==> src/rtl/trsq_bus_pkg.sv <==
// Shared definitions for the 8-bit peripheral bus: widths, arbiter states and
// the DMA beat record.
package trsq_bus_pkg;

    localparam int PERI_ADDR_W = 8;
    localparam int PERI_DATA_W = 8;

    typedef enum logic [1:0] {
        IDLE = 2'd0,
        PEND = 2'd1,
        DONE = 2'd2
    } arb_state_t;

    typedef struct packed {
        logic                   we;
        logic [PERI_ADDR_W-1:0] addr;
        logic [PERI_DATA_W-1:0] wdata;
    } beat_t;

endpackage

==> src/rtl/starve_cnt.sv <==
// Saturating event counter with synchronous clear and a limit flag; also used
// for interrupt latency monitoring.
module starve_cnt #(
    parameter int W     = 8,
    parameter int LIMIT = 255
) (
    input  logic clk,
    input  logic reset_n,
    input  logic clr,
    input  logic en,
    output logic at_limit
);

    localparam logic [W-1:0] LIM = LIMIT[W-1:0];

    logic [W-1:0] count;

    // Clear wins over enable so a new wait period always starts from zero.
    always_ff @(posedge clk or negedge reset_n) begin
        if (!reset_n) begin
            count <= '0;
        end else if (clr) begin
            count <= '0;
        end else if (en && (count != LIM)) begin
            count <= count + 1'b1;
        end
    end

    assign at_limit = (count == LIM);

endmodule

==> src/rtl/peri_bus_arb.sv <==
// Cycle-stealing arbiter: the CPU owns the peripheral bus whenever it strobes,
// and a single queued DMA beat is slipped into the first CPU-idle cycle.
module peri_bus_arb
    import trsq_bus_pkg::*;
#(
    parameter int ADDR_W       = PERI_ADDR_W,
    parameter int DATA_W       = PERI_DATA_W,
    parameter int STARVE_LIMIT = 255
) (
    input  logic              clk,
    input  logic              reset_n,
    input  logic [ADDR_W-1:0] cpu_addr,
    input  logic [DATA_W-1:0] cpu_dout,
    input  logic              cpu_wr_en,
    input  logic              cpu_rd_en,
    output logic [DATA_W-1:0] cpu_din,
    output logic [ADDR_W-1:0] peri_addr,
    output logic [DATA_W-1:0] peri_dout,
    output logic              peri_wr_en,
    output logic              peri_rd_en,
    input  logic [DATA_W-1:0] peri_din,
    input  logic              dma_req,
    input  logic              dma_we,
    input  logic [ADDR_W-1:0] dma_addr,
    input  logic [DATA_W-1:0] dma_wdata,
    output logic              dma_ready,
    output logic              dma_done,
    output logic [DATA_W-1:0] dma_rdata,
    output logic              dma_starved,
    output logic [1:0]        dbg_state
);

    // DMA handshake: a beat transfers on any rising edge where dma_req and
    // dma_ready are both high; dma_req seen while dma_ready is low is ignored.

    arb_state_t state, state_nxt;

    logic              beat_we;
    logic [ADDR_W-1:0] beat_addr;
    logic [DATA_W-1:0] beat_wdata;

    logic cpu_busy;
    logic issue;
    logic accept;
    logic starve_at_limit;

    assign cpu_busy = cpu_wr_en | cpu_rd_en;

    always_ff @(posedge clk or negedge reset_n) begin
        if (!reset_n) begin
            state <= IDLE;
        end else begin
            state <= state_nxt;
        end
    end

    always_comb begin
        state_nxt = state;
        dma_ready = 1'b0;
        dma_done  = 1'b0;
        issue     = 1'b0;
        case (state)
            IDLE: begin
                dma_ready = 1'b1;
                if (dma_req) state_nxt = PEND;
            end
            PEND: begin
                issue = ~cpu_busy;
                if (issue) state_nxt = DONE;
            end
            DONE: begin
                dma_ready = 1'b1;
                dma_done  = 1'b1;
                state_nxt = dma_req ? PEND : IDLE;
            end
            default: state_nxt = IDLE;
        endcase
    end

    assign accept = dma_ready & dma_req;

    always_ff @(posedge clk or negedge reset_n) begin
        if (!reset_n) begin
            beat_we    <= 1'b0;
            beat_addr  <= '0;
            beat_wdata <= '0;
        end else if (accept) begin
            beat_we    <= dma_we;
            beat_addr  <= dma_addr;
            beat_wdata <= dma_wdata;
        end
    end

    // Read data is captured in the issue cycle and held across later writes.
    always_ff @(posedge clk or negedge reset_n) begin
        if (!reset_n) begin
            dma_rdata <= '0;
        end else if (issue && !beat_we) begin
            dma_rdata <= peri_din;
        end
    end

    assign peri_addr  = issue ? beat_addr  : cpu_addr;
    assign peri_dout  = issue ? beat_wdata : cpu_dout;
    assign peri_wr_en = issue ? beat_we    : cpu_wr_en;
    assign peri_rd_en = issue ? ~beat_we   : cpu_rd_en;

    assign cpu_din = cpu_rd_en ? peri_din : '0;

    // Every accept enters PEND, so accept doubles as the counter clear.
    starve_cnt #(
        .W     (8),
        .LIMIT (STARVE_LIMIT)
    ) u_starve_cnt (
        .clk      (clk),
        .reset_n  (reset_n),
        .clr      (accept),
        .en       ((state == PEND) && cpu_busy),
        .at_limit (starve_at_limit)
    );

    assign dma_starved = (state == PEND) && starve_at_limit;
    assign dbg_state   = state;

endmodule

==> config.mk <==
export PLATFORM = sky130hd
export DESIGN_NAME = peri_bus_arb
export DESIGN_NICKNAME = d
export VERILOG_FILES = /design/src/rtl/trsq_bus_pkg.sv /design/src/rtl/starve_cnt.sv /design/src/rtl/peri_bus_arb.sv
export SDC_FILE = /design/constraint.sdc
export NUM_CORES = 1
export LEC_CHECK = 0
export ABC_AREA = 1
export CAP_MARGIN = 0
export CORE_MARGIN = 4
export CORE_UTILIZATION = 35
export CTS_CLUSTER_DIAMETER = 50
export DETAILED_ROUTE_END_ITERATION = 8
export HOLD_SLACK_MARGIN = 0.06
export PLACE_DENSITY = 0.69
export SYNTH_ARGS = -nofsm -noshare
export SYNTH_HDL_FRONTEND = slang
export SYNTH_HIERARCHICAL = 1
export SYNTH_SLANG_ARGS = --single-unit
==> constraint.sdc <==
create_clock -name clk -period 2.6 [get_ports clk]
set_input_delay 0.26 -clock clk [delete_from_list [all_inputs] [get_ports clk]]
set_output_delay 0.26 -clock clk [all_outputs]
set_load 0.01 [all_outputs]
; ---- Yosys cells after proc, flatten, opt, wreduce, memory -nomap -nowiden
; Cells that the tools add are included.
[classes]
addsub = 1
n_bitwise = 4
n_mux = 14
eq_ne = 6
reduce_logical = 9
[ops]
columns = cell, count
row1 = 2-to-1 mux 8 bit, 5
row2 = adder 8 x 1 -> 8 bit (second input constant), 1
row3 = == test 8 bit (second input constant), 1
row4 = != test 8 bit (second input constant), 1
row5 = 2-to-1 mux 1 bit, 6
row6 = case mux 2 bit (3 select lines), 1
row7 = logical AND 1 bit, 4
row8 = 2-to-1 mux 2 bit, 2
row9 = != test 2 bit (second input constant), 2
row10 = == test 2 x 1 -> 1 bit (second input constant), 1
row11 = == test 2 bit (second input constant), 1
row12 = zero test 2 bit, 1
row13 = NOT 1 bit, 2
row14 = AND reduction 2 bit, 1
row15 = nonzero test 2 bit, 1
row16 = OR reduction 2 bit, 1
row17 = bitwise AND 1 bit, 1
row18 = zero test 1 bit, 1
row19 = OR 1 bit, 1
[word_totals]
out_inout_bits = 39
wordCells = 40
reg_bits = 35

; ---- Depth between registers and ports, before layout
[logic_depth]
ltp_word = 5
mapped_depth = 10
ltp_nobuf = 9

; ---- Hierarchy
; The synthesis kept the hierarchy.
[by_module_without_submodules]
columns = module, cells_each, area_per_inst_um2, seq_area_each_um2, n_inst
row1 = peri_bus_arb, 192, 1428.9, 675.6, 1
row2 = starve_cnt, 70, 508.0, 200.2, 1

; ---- Worst setup path before layout
; OpenSTA, ideal clock, no wires.
[synth_timing]
kind = flip-flop to flip-flop
from = register state[0], in the netlist dbg_state[0]
to = register u_starve_cnt.count[0]
t_arrival_ns = 1.574
t_required_ns = 2.524
setup_slack_ns = 0.949
n_path_buf = 1
period_less_slack_ns = 1.651
path_stages_with_launch = 10
path_cell_list = dfrtp_1 inv_2 nor2_4 buf_6 inv_1 nor2_1 inv_1 a21oi_1 nand3_1 o21ai_1
[synth_via]
elab_chain_cells = 5
word_cells_on_any_way = 10
classes_between = eq/ne (2) / mux (2) / bitwise (1) / reduce/logical (5)
[synth_rtl]
columns = item, line_no
row1 = start: declaration, peri_bus_arb.sv:36  ; arb_state_t state, state_nxt;
row2 = start signal: assignment, peri_bus_arb.sv:53  ; state <= state_nxt;
row3 = == test 2 bit or zero test 2 bit (tied branches), peri_bus_arb.sv:62  ; case (state)
row4 = OR reduction 2 bit (no source line) *, n/a
row5 = 2-to-1 mux 1 bit *, peri_bus_arb.sv:62
row6 = via dma_ready, peri_bus_arb.sv:26  ; output logic dma_ready,
row7 = bitwise AND 1 bit *, peri_bus_arb.sv:80  ; assign accept = dma_ready & dma_req;
row8 = 2-to-1 mux 8 bit or nonzero test 2 bit (tied branches), n/a
row9 = end signal: assignment, starve_cnt.sv:25  ; count <= count + 1'b1;
row10 = end: declaration, starve_cnt.sv:16  ; logic [W-1:0] count;
; The timed path passes the listed nets; every way through them passes the cells marked *.
; A chain may end at the register's enable or synchronous reset.

; ---- Worst setup path in the final report
[layout_timing]
from = register state[0], in the netlist dbg_state[0]
to = output peri_addr[3]
[layout_via]
elab_chain_cells = 3
[layout_rtl]
columns = item, line_no
row1 = == test 2 x 1 -> 1 bit, peri_bus_arb.sv:62
row2 = 2-to-1 mux 1 bit, peri_bus_arb.sv:62
row3 = 2-to-1 mux 8 bit, peri_bus_arb.sv:103  ; assign peri_addr = issue ? beat_addr : cpu_addr;
row4 = end: declaration, peri_bus_arb.sv:17  ; output logic [ADDR_W-1:0] peri_addr,
; No other way between the ends.

==> impl_metrics.env <==
export IMPL_synth_nets=309
export IMPL_fin_setup_tns_ps=0
export IMPL_overflow=0
export IMPL_portBuffers=84
export IMPL_fmax_mhz=422
export IMPL_relSlewSlack_pct=47.1
export IMPL_worstSetupPathType="reg2out"
export IMPL_numCtsBuffers=5
export IMPL_antenna_found_initial=0
export IMPL_synth_edf_count=0
export IMPL_yosysWarnings=6
export IMPL_reg2regPathDepth=8
export IMPL_outcome="completed"
export IMPL_rsz0062_at_grt="no"
export IMPL_r2r_slack_ps=690
export IMPL_routedLengthMet1_mm=2.12
export IMPL_final_max_slew_viol_count=0
export IMPL_synth_most_common_cell="nand2_1"
export IMPL_initial_utilization_pct=37.0
export IMPL_wl_met3_um=466
export IMPL_clock_path_buffers=2
export IMPL_grt_pass1_wl_mm=8.03
export IMPL_root_buffer="clkbuf_8"
export IMPL_dominantRegCellSynth="dfrtp_1"
export IMPL_drc_errors=0
export IMPL_synth_top_area_cell="dfrtp_1"
export IMPL_fill_cells=511
export IMPL_grt_usage_pct=15.2
export IMPL_chipHeight_um=82.4
export IMPL_row_count=26
export IMPL_yosysSeqAreaShare_pct=45.2
export IMPL_crit_reg2reg_launch="dbg_state[0]"
export IMPL_top_layer="met4"
export IMPL_fin_skew_ps=8.06
export IMPL_cts_tree="yes"
export IMPL_yosysTopAreaCellShare_pct=45.2
export IMPL_fp_coreArea_mm2=0.00524
export IMPL_critPathArrivalTime_ps=2110
export IMPL_post_dp_hpwl_mm=3.57
export IMPL_dieArea_mm2=0.00679
export IMPL_finalCriticalPeriod_ps=2370
export IMPL_clkLatencyLatePin_ps=290
export IMPL_wl_per_cell_um=11.8
export IMPL_hold_viol=0
export IMPL_cts_resized=0
export IMPL_ir_drop_v=0.000353
export IMPL_clock_sinks=35
export IMPL_worstPathRequired_ps=2340
export IMPL_h_tree_depth=2
export IMPL_ys_top_cells_by_area="dfrtp_1, nand2_1, inv_1"
export IMPL_postLayoutCoreUtil_pct=55.8
export IMPL_p_int_mw=1.48
export IMPL_p_leak_nw=1.50
export IMPL_grt_max_degree=36
export IMPL_hold_buffers=0
export IMPL_synthDistinctLibCells=27
export IMPL_via_count=1850
export IMPL_crit_path_start_kind="flip-flop"
export IMPL_tightestPinTransition_ps=793
export IMPL_powerDensity_mw_per_mm2=780
export IMPL_syn_inst=262
export IMPL_drive_above_1_share_pct=7.76
export IMPL_maxCapViolCount=0
export IMPL_grt_pass1_vias=1805
export IMPL_ys_ff_latch=35
export IMPL_setup_viol=0
export IMPL_fin_nets=394
export IMPL_drt_iter0_drc=80
export IMPL_p_clk_share_pct=22.4
export IMPL_wl_met2_mm=2.32
export IMPL_crit_fanout=18
export IMPL_setup_worst_path_end_class="output pin"
export IMPL_area_delta_synth_final_pct=50.8
export IMPL_p_comb_share_pct=39.3
export IMPL_drtPass1Iterations=4
export IMPL_post_route_period_util_pct=91.1
export IMPL_cts_setup_buffers=0
export IMPL_avgSynthCellArea_um2=7.39
export IMPL_ys_top_cells_by_count="nand2_1, dfrtp_1, inv_1"
export IMPL_place_congestion=0.795
export IMPL_insertedDiodeCount=0
export IMPL_p_sw_uw=795
export IMPL_viasPerCell=4.43
export IMPL_synth_area_mm2=0.00194
export IMPL_ant_nets=0
export IMPL_postRouteWirelength_mm=4.94
export IMPL_clk_pin_slew_ps=70
export IMPL_dieWidth_um=82.4
export IMPL_p_seq_share_pct=38.3
export IMPL_worst_hold_path_type="in2async"
export IMPL_p_sw_share_pct=34.9
export IMPL_r2r_end="u_starve_cnt/count[6]"
export IMPL_async_flop_share_pct=100
export IMPL_io_pins=85
## sequential cells by signal, indices dropped and copies added (netlist names)
name / flops
beat_we: 1
dma_rdata: 8
beat_addr: 8
beat_wdata: 8
dbg_state: 2
u_starve_cnt/count: 8
## area by class of cell
class / instances / area [µm²] / share of cell area [%]
inverter: 27 / 111 / 3.81
tap: 70 / 87.6 / 3.00
clock inverter: 2 / 35.0 / 1.20
multi-input combinational: 192 / 877 / 30.0
clock buffer: 6 / 82.6 / 2.83
sequential: 35 / 876 / 30.0
timing repair buffer: 86 / 851 / 29.1
## logic make-up after synthesis
| group | share of synthesized area, % |
|---|---|
| AND/OR/NAND/NOR | 41.8 |
| adder cells (fa/ha/maj) | 0.646 |
| XOR/XNOR | 0.452 |
| buffers and inverters | 9.50 |
| AO/OA/AOI/OAI | 2.39 |
| flip-flops | 45.2 |
## placed cells by master (no fill, tap or decap)
cell type	instances
nand2_1	143
clkdlybuf4s50_1	83
dfrtp_1	35
inv_1	23
nor2_1	10
nand4_1	10
clkbuf_8	6
nand3_1	6
o21ai_1	3
nand2_4	3
inv_2	2
nor2_4	2
clkinv_4	2
nand2_2	2
o21ai_0	2
buf_4	2
a21oi_1	2
nor3_1	2
nor2_8	1
nand2_8	1
o21bai_2	1
nand3_4	1
clkinv_2	1
bufinv_16	1
buf_2	1
nor2_2	1
xor2_1	1
ha_1	1
## worst max path at each step
stage	from	to	slack (ps)	cells past startpoint
2_1_floorplan	dbg_state[0]	u_starve_cnt/count[0]	950	9
3_3_place_gp	cpu_wr_en	peri_addr[6]	290	7
3_5_place_dp	cpu_wr_en	peri_addr[6]	270	7
4_1_cts	dbg_state[0]	peri_dout[2]	210	7
5_1_grt	dbg_state[0]	peri_addr[7]	100	7
6_report	dbg_state[0]	peri_addr[3]	230	7
## metal layers
layer / up-vias / track usage, %
li1: 968 / -
met1: 817 / 18.2
met2: 61 / 26.5
met3: 4 / 5.31
met4: 0 / 2.99
met5: - / 0
## through the flow
| step | area, µm² | std cells | power, mW | hold slack, ps | setup slack [ps] |
|---|---|---|---|---|---|
| 2_1_floorplan | 1940 | 262 | 1.38 | -35.6 | 949 |
| 3_5_place_dp | 2800 | 410 | 1.78 | 388 | 273 |
| 6_report | 2920 | 418 | 2.28 | 47.3 | 232 |
| 4_1_cts | 2920 | 418 | 2.31 | 73.8 | 215 |
| 3_3_place_gp | 2800 | 410 | 1.77 | 386 | 291 |
| 5_1_grt | 2920 | 418 | 2.46 | 106 | 95.6 |
## critical path, cell delays in order, from the launching register on
cell	delay (ps)
dfrtp_1	390
inv_2	80
nor2_4	320
nand2_8	180
clkinv_4	170
nand2_1	70
nand2_1	60
clkdlybuf4s50_1	530
## power groups by stage
stage               logic [mW]  clock network [mW]  registers [mW]
finish                   0.895               0.509           0.873
floorplan                0.488                   0           0.891
global placement         0.892                   0           0.881
detailed placement       0.903                   0           0.880
global route              1.01               0.543           0.903
CTS                      0.908               0.524           0.874
Note: power is estimated with default switching activity, not from simulation.
==> RTL change, RTL diff (same settings) <==
`W` is set to 8 in 2 places; all go to 10.
--- a/src/rtl/starve_cnt.sv
+++ b/src/rtl/starve_cnt.sv
@@ -3,3 +3,3 @@
 module starve_cnt #(
-    parameter int W     = 8,
+    parameter int W     = 10,
     parameter int LIMIT = 255
--- a/src/rtl/peri_bus_arb.sv
+++ b/src/rtl/peri_bus_arb.sv
@@ -111,3 +111,3 @@
     starve_cnt #(
-        .W     (8),
+        .W     (10),
         .LIMIT (STARVE_LIMIT)
Check against the original RTL: no difference found for any inputs over 10 cycles, from zero or initial values and one cycle with reset_n low; that may be too few to reach the edited logic, so the function may still have changed.
==> RTL change against the unedited design <==
  * Total power up 5.9%
  * Synthesized area up 8.3%
  * Wire length up 2.9%
  * Final cell count up 5.7%
  * Via count up 6.6%
  * Sequential cell count up 2
  * Design area up 5.9%
  * Fmax up 0.95%
  * Worst setup slack better by 22 ps
  * Critical path type unchanged
  * Largest cell class unchanged
==> RTL change: results (changes against the unedited design) <==
* Status: completed
* Seq/Total Area, Yosys at 0.441 (-0.0109)
* Synth cell types at 28 (+3.7%)
* Skew final at 3.52 ps (-4.54 ps)
* R2R depth at 7 (-1)
* Reg-to-Reg Start: dbg_state[1]
* Detailed placer's ending HPWL at 3770 µm (+5.7%)
* Via-per-instance ratio at 4.46 (+0.86%)
* P_leak at 0.00155 µW (+3.7%)
* GRT Util Overall at 0.150 (-0.00282)
* R2r setup slk at 850 ps (+160 ps)
* Layout cells sized above 1 at 0.0757 (-0.00191)
* Fin nets at 416 (+5.6%)
* Pin count of the biggest net entering global routing at 38 (+5.6%)
* Crit. Startpoint: dbg_state[1]
* Initial detailed-routing violation count at 56 (-30%)
* Worst hold slack at 58.1 ps (+10.8 ps)
* Worst-Margin Slew at 823 ps (+30.2 ps)
* Syn Nets at 332 (+7.4%)
* R2R Path End: u_starve_cnt/count[1]
* Vias in the first global route at 2,023 (+12%)
* Worst vdd ir at 0.000415 V (+17%)
* GPL Wtd Cong at 0.765 (-3.7%)
* P per Cell Area at 780 nW/µm² (about the same)
* Commonest cells post-synth: 150 x nand2_1, 37 x dfrtp_1, 21 x inv_1
* Global-route wire length before repair at 9090 µm (+13%)
RTL change: cell count changes in the layout (fill, tap and decap cells not counted), sizes merged, moves of 2 or more:
cell    before  now
nand3        7   17
nor2        14   21
nand2      149  155
clkinv       3    1
dfrtp       35   37
nand3b       0    2
nand4       10    8
RTL change: through the flow:
step,std cells,setup WS [ps],power [µW]
finish,442,254,2410
global route,442,101,2610
CTS,442,232,2450
detailed placement,434,305,1830
global placement,434,302,1810
floorplan,285,1030,1430
RTL change: where the power goes:
part           switching, µW  internal [µW]  total [µW]
Clock                    222            386         608
Sequential               120            780         900
Combinational            481            423         904
Total                    823           1590        2410
RTL change: how the worst max path moves through the flow:
stage | to | slack, ps | cells past startpoint
global route | peri_addr[6] | 100 | 6
finish | peri_addr[2] | 250 | 6
floorplan | u_starve_cnt/count[7] | 1030 | 10
global placement | peri_addr[5] | 300 | 7
detailed placement | peri_dout[6] | 310 | 7
CTS | peri_addr[5] | 230 | 6
RTL change: cell families after synthesis:
kind of cell	share of synthesized area
buffers and inverters	0.0888
adder cells (fa/ha/maj)	0.00596
AND/OR/NAND/NOR	0.436
AO/OA/AOI/OAI	0.0274
flip-flops	0.441
RTL change: per-layer routing:
| metal | wire [µm] | share of wire | GRT usage | up-vias |
|---|---|---|---|---|
| met5 | 0 | 0 | 0 | - |
| met4 | 29 | 0.0057 | 0.0360 | 0 |
| met3 | 399 | 0.078 | 0.0437 | 2 |
| met2 | 2330 | 0.46 | 0.249 | 62 |
| met1 | 2320 | 0.46 | 0.191 | 863 |
| li1 | - | - | - | 1046 |
RTL change: final cells by class:
cell class	count	share of cell area
Multi-Input combinational cell	214	0.319
Sequential cell	37	0.299
Timing Repair Buffer	87	0.278
Inverter	24	0.0307
Tap cell	72	0.0291
Clock buffer	5	0.0222
Clock inverter	3	0.0222
